### config.mk
export PLATFORM = sky130hd
export DESIGN_NAME = mem_stage
export DESIGN_NICKNAME = d
export VERILOG_FILES = /design/src/rtl/mem_stage.sv
export SDC_FILE = /design/constraint.sdc
export NUM_CORES = 1
export LEC_CHECK = 0
export CELL_PAD_IN_SITES_DETAIL_PLACEMENT = 0
export CELL_PAD_IN_SITES_GLOBAL_PLACEMENT = 1
export CORE_MARGIN = 8
export CORE_UTILIZATION = 25
export CTS_BUF_LIST = sky130_fd_sc_hd__clkbuf_8 sky130_fd_sc_hd__clkbuf_16
export DETAILED_ROUTE_END_ITERATION = 7
export GPL_ROUTABILITY_DRIVEN = 0
export PLACE_DENSITY_LB_ADDON = 0.1
export SLEW_MARGIN = 25
export SYNTH_ARGS = -nofsm -noshare
export SYNTH_HDL_FRONTEND = slang
export SYNTH_SLANG_ARGS = --single-unit
### constraint.sdc
create_clock -name CLK -period 3.23 [get_ports CLK]
set_clock_uncertainty 0.05 [all_clocks]
set_input_delay 0.4845 -clock CLK [delete_from_list [all_inputs] [get_ports CLK]]
set_output_delay 0.4845 -clock CLK [all_outputs]
set_load 0.1 [all_outputs]
### src/rtl/mem_stage.sv
`default_nettype none
// ============================================================================
// Module      : mem_stage
// Description : Memory-access stage of the pipelined MIPS core. Issues data
//               cache requests for LW/SW/LL/SC, stalls the pipeline until the
//               cache answers, keeps the LL/SC link register and the sticky
//               halt. Registered writeback outputs serve as the MEM/WB latch.
// Ports       : CLK, nRST (async, active-low)
//               ex_*      : instruction held in the EX/MEM latch
//               dhit, dmemload          : cache response
//               snoop_inv, snoop_addr   : coherence invalidate
//               dmemREN/WEN/addr/store  : cache request
//               mem_stall               : freeze EX/MEM and upstream
//               wb_*                    : registered writeback
//               halt_o                  : sticky halt
// Revision    : 1.0 - initial release
// ============================================================================
module mem_stage (
   input  logic        CLK,
   input  logic        nRST,
   input  logic        ex_valid,
   input  logic        ex_dREN,
   input  logic        ex_dWEN,
   input  logic        ex_ll,
   input  logic        ex_sc,
   input  logic        ex_MemToReg,
   input  logic        ex_RegWr,
   input  logic        ex_halt,
   input  logic [31:0] ex_addr,
   input  logic [31:0] ex_alu,
   input  logic [31:0] ex_wdat,
   input  logic [4:0]  ex_wsel,
   input  logic        dhit,
   input  logic [31:0] dmemload,
   input  logic        snoop_inv,
   input  logic [31:0] snoop_addr,
   output logic        dmemREN,
   output logic        dmemWEN,
   output logic [31:0] dmemaddr,
   output logic [31:0] dmemstore,
   output logic        mem_stall,
   output logic        wb_valid,
   output logic        wb_RegWr,
   output logic [4:0]  wb_wsel,
   output logic [31:0] wb_wdat,
   output logic        halt_o
);

   typedef logic [31:0] word_t;

   typedef enum logic [1:0] {
      IDLE   = 2'd0,
      WAIT   = 2'd1,
      HALTED = 2'd2
   } state_t;

   state_t      state_q, state_d;
   logic        link_valid_q, link_valid_d;
   logic [29:0] link_addr_q, link_addr_d;
   logic        wb_valid_q, wb_valid_d;
   logic        wb_regwr_q, wb_regwr_d;
   logic [4:0]  wb_wsel_q, wb_wsel_d;
   word_t       wb_wdat_q, wb_wdat_d;

   logic        snoop_hit;
   logic        sc_link_ok;
   logic        mem_op;
   logic        ren, wen, stall;
   logic        complete;
   logic        issued;
   logic        snoop_lsb_unused;

   // Byte offset of the snoop address plays no part in word-granular linking.
   assign snoop_lsb_unused = ^snoop_addr[1:0];

   assign snoop_hit  = snoop_inv & link_valid_q & (snoop_addr[31:2] == link_addr_q);
   // A snoop landing in the same cycle the SC is evaluated kills the SC.
   assign sc_link_ok = link_valid_q & (ex_addr[31:2] == link_addr_q) & ~snoop_hit;
   // A failing SC is not a memory op: it completes at once with no request.
   assign mem_op     = ex_valid & (ex_dREN | ex_dWEN) & ~(ex_sc & ~sc_link_ok);

   // ------------------------------------------------------------------------
   // Control FSM: next state, cache request, stall and completion strobe
   // ------------------------------------------------------------------------
   always_comb begin
      state_d  = state_q;
      ren      = 1'b0;
      wen      = 1'b0;
      stall    = 1'b0;
      complete = 1'b0;
      issued   = 1'b0;
      case (state_q)
         IDLE: begin
            if (ex_valid) begin
               if (ex_halt) begin
                  state_d = HALTED;
               end else if (mem_op) begin
                  ren    = ex_dREN;
                  wen    = ex_dWEN;
                  issued = 1'b1;
                  if (dhit) begin
                     complete = 1'b1;
                  end else begin
                     stall   = 1'b1;
                     state_d = WAIT;
                  end
               end else begin
                  complete = 1'b1;
               end
            end
         end
         WAIT: begin
            // The SC decision was taken on entry; later snoops do not abort it.
            if (!ex_valid) begin
               state_d = IDLE;
            end else begin
               ren    = ex_dREN;
               wen    = ex_dWEN;
               issued = 1'b1;
               if (dhit) begin
                  complete = 1'b1;
                  state_d  = IDLE;
               end else begin
                  stall = 1'b1;
               end
            end
         end
         HALTED: begin
            stall = 1'b1;
         end
         default: begin
            state_d = IDLE;
         end
      endcase
   end

   // ------------------------------------------------------------------------
   // Writeback data and link register
   // ------------------------------------------------------------------------
   always_comb begin
      wb_valid_d = complete;
      wb_regwr_d = complete & ex_RegWr;
      wb_wsel_d  = complete ? ex_wsel : 5'd0;
      wb_wdat_d  = '0;
      if (complete) begin
         if (ex_MemToReg) begin
            wb_wdat_d = dmemload;
         end else if (ex_sc) begin
            // SC reports success only if it actually reached the cache.
            wb_wdat_d = {31'd0, issued};
         end else begin
            wb_wdat_d = ex_alu;
         end
      end
   end

   always_comb begin
      link_valid_d = link_valid_q;
      link_addr_d  = link_addr_q;
      // LL completion wins over a simultaneous snoop.
      if (complete & ex_ll) begin
         link_valid_d = 1'b1;
         link_addr_d  = ex_addr[31:2];
      end else if (complete & (ex_dWEN | ex_sc)) begin
         link_valid_d = 1'b0;
      end else if (snoop_hit) begin
         link_valid_d = 1'b0;
      end
   end

   always_ff @(posedge CLK or negedge nRST) begin
      if (!nRST) begin
         state_q      <= IDLE;
         link_valid_q <= 1'b0;
         link_addr_q  <= '0;
         wb_valid_q   <= 1'b0;
         wb_regwr_q   <= 1'b0;
         wb_wsel_q    <= '0;
         wb_wdat_q    <= '0;
      end else begin
         state_q      <= state_d;
         link_valid_q <= link_valid_d;
         link_addr_q  <= link_addr_d;
         wb_valid_q   <= wb_valid_d;
         wb_regwr_q   <= wb_regwr_d;
         wb_wsel_q    <= wb_wsel_d;
         wb_wdat_q    <= wb_wdat_d;
      end
   end

   // Combinational outputs are forced low while reset is held so a request
   // in flight is dropped immediately.
   assign dmemREN   = nRST & ren;
   assign dmemWEN   = nRST & wen;
   assign mem_stall = nRST & stall;
   assign dmemaddr  = {ex_addr[31:2], 2'b00};
   assign dmemstore = ex_wdat;

   assign wb_valid  = wb_valid_q;
   assign wb_RegWr  = wb_regwr_q;
   assign wb_wsel   = wb_wsel_q;
   assign wb_wdat   = wb_wdat_q;
   assign halt_o    = (state_q == HALTED);

endmodule
`default_nettype wire

After elaboration in Yosys (flattened, before gate mapping)
Cells that the tools add are included.
- $lt $le $gt $ge: 0
- eq/ne operators: 8
- bitwise operators: 19
- add/sub/neg operators: 0
- mux-type cells: 41
- div/mod/pow operators: 0
- multiply operators: 0
- shift-type cells: 0
- reductions and logical operators: 3
- operator list (cell ; number):
    two-way mux 32 bit ; 3
    == test 30 bit ; 2
    two-way mux 1 bit ; 25
    AND 1 bit ; 13
    two-way mux 2 bit ; 6
    inequality test 3 bit, second input constant ; 3
    case mux 1 bit (2 select lines) ; 4
    case mux 2 bit (3 select lines) ; 1
    two-way mux 5 bit ; 1
    AND reduction 5 bit ; 1
    NOT 1 bit ; 4
    case mux 1 bit (3 select lines) ; 1
    nonzero test 3 bit ; 1
    == test 2 x 1 -> 1 bit, second input constant ; 1
    == test 2 bit, second input constant ; 1
    logical NOT 2 bit ; 1
    inequality test 2 bit, second input constant ; 1
    OR 1 bit ; 2
- RAM bits: 0
- memories kept: 0
- ROM bits: 0
- register bits: 72
- logic and storage cells: 78
- input bits: 177
- latch bits: 0

Longest topological paths before layout
Gate-level depths: netlist of the first run.
- depth after elaboration: 15
- gate-level depth with buffers: 9
- mapped depth without buffers: 7

Worst setup path after synthesis of the first run
OpenSTA, ideal clock, no wires.
- path type: input port to output port
- from: input port ex_addr[4]
- to: output port dmemREN
- path slack: -0.711 ns
- arrival time: 3.407 ns
- data required time: 2.695 ns
- cell stages on the path: 6
- path through: xnor2_1 nand4_1 nor4_1 o211ai_2 a21o_1 nor3_1
- cells in the longest elaborated chain, start to end: 12
- ends and longest elaborated chain (element ; RTL line ; RTL):
    from (decl) ; 29 ; input logic [31:0] ex_addr,
    == test 30 bit ; 78 ; assign sc_link_ok = link_valid_q & (ex_addr[31:2] == link_addr_q) & ~snoop_hit;
    AND 1 bit (2 in series) ; 78 ;
    NOT 1 bit ; 80 ; assign mem_op = ex_valid & (ex_dREN | ex_dWEN) & ~(ex_sc & ~sc_link_ok);
    AND 1 bit ; 80 ;
    NOT 1 bit ; 80 ;
    AND 1 bit ; 80 ;
    two-way mux 1 bit ; 97 ; end else if (mem_op) begin
    two-way mux 1 bit ; 95 ; if (ex_halt) begin
    two-way mux 1 bit ; 94 ; if (ex_valid) begin
    case mux 1 bit (2 select lines) ; 92 ; case (state_q)
    AND 1 bit ; 193 ; assign dmemREN = nRST & ren;
    to (decl) ; 37 ; output logic dmemREN,
No other way between the ends.

Worst setup path in the final report of the first run
- from: input port snoop_addr[31]
- to: output port mem_stall
- cells in the longest elaborated chain, start to end: 13
- ends and longest elaborated chain (element ; RTL line ; RTL):
    from (decl) ; 36 ; input logic [31:0] snoop_addr,
    == test 30 bit ; 76 ; assign snoop_hit = snoop_inv & link_valid_q & (snoop_addr[31:2] == link_addr_q);
    AND 1 bit ; 76 ;
    NOT 1 bit ; 78 ;
    AND 1 bit ; 78 ;
    NOT 1 bit ; 80 ;
    AND 1 bit ; 80 ;
    NOT 1 bit ; 80 ;
    AND 1 bit ; 80 ;
    two-way mux 1 bit ; 97 ;
    two-way mux 1 bit ; 95 ;
    two-way mux 1 bit ; 94 ;
    case mux 1 bit (3 select lines) ; 92 ;
    AND 1 bit ; 195 ; assign mem_stall = nRST & stall;
    to (decl) ; 41 ; output logic mem_stall,
No other way between the ends.

==> results of run 1 <==
==> worst max-delay path: cells and delay by family <==
kind / cells / cell delay, ns
buf+inv: 2 / 0.59
simple gates: 3 / 0.59
xor+xnor: 1 / 0.15
compound gates: 3 / 0.74
==> layer usage <==
layer  GRT usage, %  wire length (um)  vias up
li1               -                 -     1528
met1           14.2              5160     1507
met2           21.2              6400      150
met3           6.40              1490       18
met4           4.93               204        2
met5              0                 9        -
==> synth_stat cells, types with 5 or more instances <==
| library cell | number |
|---|---|
| dfrtp_1 | 72 |
| inv_1 | 6 |
| mux2_4 | 29 |
| xor2_1 | 30 |
| a22oi_1 | 30 |
| xnor2_1 | 30 |
| buf_4 | 64 |
| nor4_1 | 9 |
| clkbuf_1 | 10 |
| nor2_1 | 38 |
| nand4_1 | 9 |
| and2_1 | 6 |
| o21ai_0 | 5 |
==> logic make-up (layout without fill, tap and decap cells) <==
kind of cell,after synthesis,count (layout),synth area share [%]
AOI/OAI and AO/OA,43,43,7.79
other,1,2,0.0923
DFF,72,72,44.3
buffers and inverters,84,256,14.4
muxes,30,30,11.0
xor gates and xnor gates,60,60,12.9
and+or+nand+nor,79,79,9.45
==> how the worst max path moves through the flow <==
stage | from | endpoint | slack, ns | cells after the start
3_3_place_gp | snoop_addr[17] | mem_stall | -0.05 | 10
2_1_floorplan | ex_addr[4] | dmemREN | -0.71 | 6
5_1_grt | snoop_addr[26] | mem_stall | 0.006 | 10
6_report | snoop_addr[31] | mem_stall | 0.12 | 9
4_1_cts | ex_addr[7] | mem_stall | 0.002 | 10
3_5_place_dp | snoop_addr[17] | link_addr_q[7] | -0.07 | 10
==> where the power goes <==
group          internal [W]  total (W)  switching [W]
combinational      0.000409   0.000783       0.000374
clock              0.000590   0.000976       0.000386
sequential         0.000982    0.00108      0.0000943
==> metrics by stage <==
stage	hold WS (ns)	instances	TNS, ns	util (%)	instance area, um^2
3_3_place_gp	0.429	743	-0.525	37.5	5960
2_1_floorplan	0.139	370	-1.42	-	4070
4_1_cts	0.0745	758	0	39.4	6250
6_report	0.0574	758	0	39.8	6320
5_1_grt	0.0827	758	0	39.8	6320
3_5_place_dp	0.439	743	-1.32	37.5	5960
==> area by class of cell <==
class	count	area [um^2]
repair buffers	235	2180
flip-flops and latches	72	1800
inverters	6	22.5
fillers	1595	9560
clock inverters	6	61.3
clock buffers	9	225
multi-input cells	214	1760
well taps	216	270
==> sequential cells by signal, indices dropped and copies added, names as in the netlist <==
| register | flops |
|---|---|
| link_valid_q | 1 |
| link_addr_q | 30 |
| wb_valid | 1 |
| wb_wdat | 32 |
| wb_RegWr | 1 |
| wb_wsel | 5 |
| state_q | 2 |
==> repair_timing <==
action | CTS | global route
hold buffers | 0 | 0
setup endpoints to repair | 2 | 3
pin swaps | 1 | 7
resized for setup | 3 | 14
==> results.tsv, run 1 <==
metric	value	unit
reg-to-reg endpoint	link_addr_q[9]	
Worst-Margin Slew	0.978	ns
area leader, netlist	dfrtp_1	
part of the cycle the worst path needs	96.4	%
Crit Path Category	input pin to output port	
Slew Limit Fails	0	
Hold Path Class	input pin to asynchronous set/reset pin	
Remaining DRCs	0	
post-layout min period	3.11	ns
endpoints failing hold	0	
Post-Synthesis Cells	369	
post-CTS setup buffers	0	
initial antenna violation count	1	
Power Dens Cells	448	mW/mm^2
number of flops mapped to enable cells by yosys	0	
post-synth top area share	44.3	%
R2R Setup Slk	0.58	ns
total power	0.00284	W
run status	completed	
total grt overflow	0	
CTS tree	done	
Clock Latency Late Sink	0.33	ns
n_diodes	0	
Slew headroom	34.6	%
Max Clock Freq	321	MHz
worst setup margin	0.117	ns
crit path capture type	output port	
clock root buffer	clkbuf_16	
reg2reg path depth	9	
commonest cells after routing, fill and taps aside	clkdlybuf4s50_1, buf_4, dfrtp_1, nor2_1	
First DRT Iteration DRCs	64	
nets	715	
Detailed Route WL	13.3	mm
CP Launch Type	input pin	
WL per Instance	17.5	um
first-pass GRT wire length	20.2	mm
CTS Buffer Depth	2	
DRT antenna net count	0	
Leak Pwr	2.94	nW
height of the chip	143	um
Clock Sinks	72	
TritonCTS Buffers	9	
crit path DAT	2.58	ns
Rows	46	
port bufs	213	
Avg Vias per Cell	4.23	
worst r2r src	link_addr_q[21]	
Most used DFF post-synth	dfrtp_1	
Total GRT Usage	13.0	%
io pins	284	
mean post-synth cell area	11.0	um^2
RSZ-0062 raised after global routing	no	
commonest non-fill, non-tap cell in the layout	clkdlybuf4s50_1	
worst-path maximum fanout	3	
CP max stage delay	0.42	ns
starting density of the core	25.6	%
core area	0.0159	mm^2
synth warn	0	
register area share after synthesis	44.3	%
worst-path cell chain	clkdlybuf4s50_1, xor2_1, nor4_2, nand4_1, o211ai_4, a21o_1, nor2_2, o21a_1, buf_12	
Pre-antenna DRT Iters	4	
CP Data Required Time	2.70	ns
vias in the first global route	3654	
Setup WS pre-CTS	-0.0692	ns
most area-consuming cells after synthesis	dfrtp_1, buf_4, mux2_4, xnor2_1, xor2_1	
vias	3205	
H-Tree Depth	3	
post-synth cell types	32	
Reg clk slew, reported paths	0.06	ns
Area growth syn-to-layout	55.6	%
Die ar.	0.0206	mm^2
max-cap check violation count	0	
final setup vio count	0	
Crit-path slowest cell	clkdlybuf4s50_1	
largest net degree at the start of global routing	41	
share of cells above drive strength 1	28.0	%
VDD IR max	0.221	mV
dpl hpwl	10.7	mm
ys async rst share	100	%
Cell Area, Synth	0.00406	mm^2
synthesized flop and latch total	72	
Die X	143	um
Power figures use the tool's default switching activity.
==> run 2: changes to the inputs <==
GPL_TIMING_DRIVEN = 0   (was default)
==> results.tsv, run 2 (synthesis gave the netlist of run 1 again) <==
metric	value	unit	change
Remaining DRCs	0		unchanged
worst-path cell chain	clkdlybuf4s50_1, xnor2_1, nand4_1, nor4_4, o211ai_2, a21o_1, nor3_1, buf_6		
hold bufs inserted after CTS	0		unchanged
worst r2r src	link_addr_q[12]		
WL per Instance	17.4	um	-0.75%
crit path DAT	2.59	ns	about the same
CP Launch Type	input pin		
Total GRT Usage	14.3	%	+1.4 points
CP max stage delay	0.52	ns	+0.10 ns
dpl hpwl	12.2	mm	+13%
io pins	284		unchanged
max-cap check violation count	0		unchanged
RSZ-0062 raised after global routing	yes		
largest net degree at the start of global routing	45		+9.8%
Rows	46		unchanged
Crit Path Category	input pin to output port		
First DRT Iteration DRCs	115		+80%
clock root buffer	clkbuf_16		
endpoints failing hold	0		unchanged
CP Data Required Time	2.70	ns	about the same
Crit-path slowest cell	clkdlybuf4s50_1		
Pre-antenna DRT Iters	4		unchanged
Slew headroom	31.6	%	-3.0 points
Register Area	0.00180	mm^2	unchanged
Worst-Margin Slew	1.02	ns	+0.0450 ns
n_diodes	0		unchanged
Area growth syn-to-layout	76.9	%	
max reg flops	32		unchanged
final setup vio count	0		unchanged
first-pass GRT wire length	22.2	mm	+9.9%
vias	3494		+9.0%
total power	0.00301	W	+6.1%
crit path capture type	output port		
commonest non-fill, non-tap cell in the layout	clkdlybuf4s50_1		
VDD IR max	0.258	mV	+17%
commonest cells after routing, fill and taps aside	clkdlybuf4s50_1, dfrtp_1, buf_4, nor2_1		
Clock Sinks	72		unchanged
reg-to-reg endpoint	link_addr_q[1]		
vias in the first global route	4071		+11%
TritonCTS Buffers	9		unchanged
nets	803		+12%
part of the cycle the worst path needs	96.8	%	+0.45 points
core area	0.0159	mm^2	unchanged
Detailed Route WL	14.7	mm	+11%
Clock Latency Late Sink	0.34	ns	about the same
worst-path maximum fanout	3		unchanged
H-Tree Depth	3		unchanged
R2R Setup Slk	0.44	ns	-0.14 ns
Max Clock Freq	320	MHz	-0.47%
total grt overflow	0		unchanged
Power Dens Cells	419	mW/mm^2	-6.7%
multi-input combinational cell area	0.00175	mm^2	-0.36%
Slew Limit Fails	0		unchanged
CTS Buffer Depth	2		unchanged
reg2reg path depth	9		unchanged
Hold Path Class	input pin to asynchronous set/reset pin		
starting density of the core	25.6	%	unchanged
run status	completed		
share of cells above drive strength 1	20.4	%	-7.6 points
height of the chip	143	um	unchanged
Die ar.	0.0206	mm^2	unchanged
Leak Pwr	3.29	nW	+12%
Reg clk slew, reported paths	0.06	ns	about the same
CTS tree	done		
crit-path leading delay family	buffers and inverters		
Avg Vias per Cell	4.13		-2.4%
Fill cells	1535		-3.8%
Die X	143	um	unchanged
initial antenna violation count	0		-1
post-layout min period	3.13	ns	+0.0146 ns
setup TNS	0	ns	unchanged
port bufs	244		+15%
WP buf/inv	2		unchanged
DRT antenna net count	0		unchanged
-- run 2: layout make-up --
| class | instances | share of cell area [%] |
|---|---|---|
| plain buffers | 78 | 7.83 |
| clock buffers | 10 | 3.32 |
| clock inverters | 6 | 0.383 |
| inverters | 6 | 0.313 |
| multi-input cells | 214 | 24.4 |
| flip-flops and latches | 72 | 25.1 |
| well taps | 216 | 3.76 |
| repair buffers | 245 | 34.9 |
-- run 2: power breakdown --
| part | total (W) | switching [W] | internal (W) |
|---|---|---|---|
| clock network | 0.000902 | 0.000373 | 0.000529 |
| registers | 0.00107 | 0.0000926 | 0.000982 |
| logic | 0.00103 | 0.000543 | 0.000490 |
-- run 2: metal layers --
layer	GRT usage, %	vias to the layer above	wire, um
met5	0	-	0
met4	4.65	0	178
met3	7.96	9	1820
met2	25.1	154	7510
met1	14.2	1632	5190
li1	-	1699	-
-- run 2: worst max-delay path by stage --
stage	end	depth (start not counted)	slack, ns	from
final	dmemWEN	8	0.10	ex_addr[28]
after global routing	mem_stall	9	-0.02	ex_addr[28]
after floorplan	dmemREN	6	-0.71	ex_addr[4]
after detailed placement	mem_stall	9	-1.0	ex_addr[11]
after CTS	dmemWEN	8	0.008	ex_addr[3]
after global placement	dmemWEN	4	-2.61	nRST
-- run 2: timing repair --
item	4_1_cts	5_1_grt
setup buffers	0	0
resized for setup	23	25
setup endpoints to repair	3	3
pin swaps	0	10
-- run 2: through the flow --
step,hold slack (ns),util (%),area (um^2),cells,setup slack [ns]
4_1_cts,0.0407,44.6,7080,847,0.00769
3_3_place_gp,0.434,42.7,6780,830,-2.61
5_1_grt,0.0531,45.3,7190,847,-0.0217
6_report,0.0318,45.3,7190,847,0.102
3_5_place_dp,0.420,42.8,6810,831,-0.995
2_1_floorplan,0.139,-,4070,370,-0.711
==> run 3: changes to the inputs <==
ABC_CLOCK_PERIOD_IN_PS = 3230   (was default)
CTS_CLUSTER_SIZE = 16   (was default)
==> results of run 3 <==
The final DEF is identical to that of run 2; final timing and power are the same.
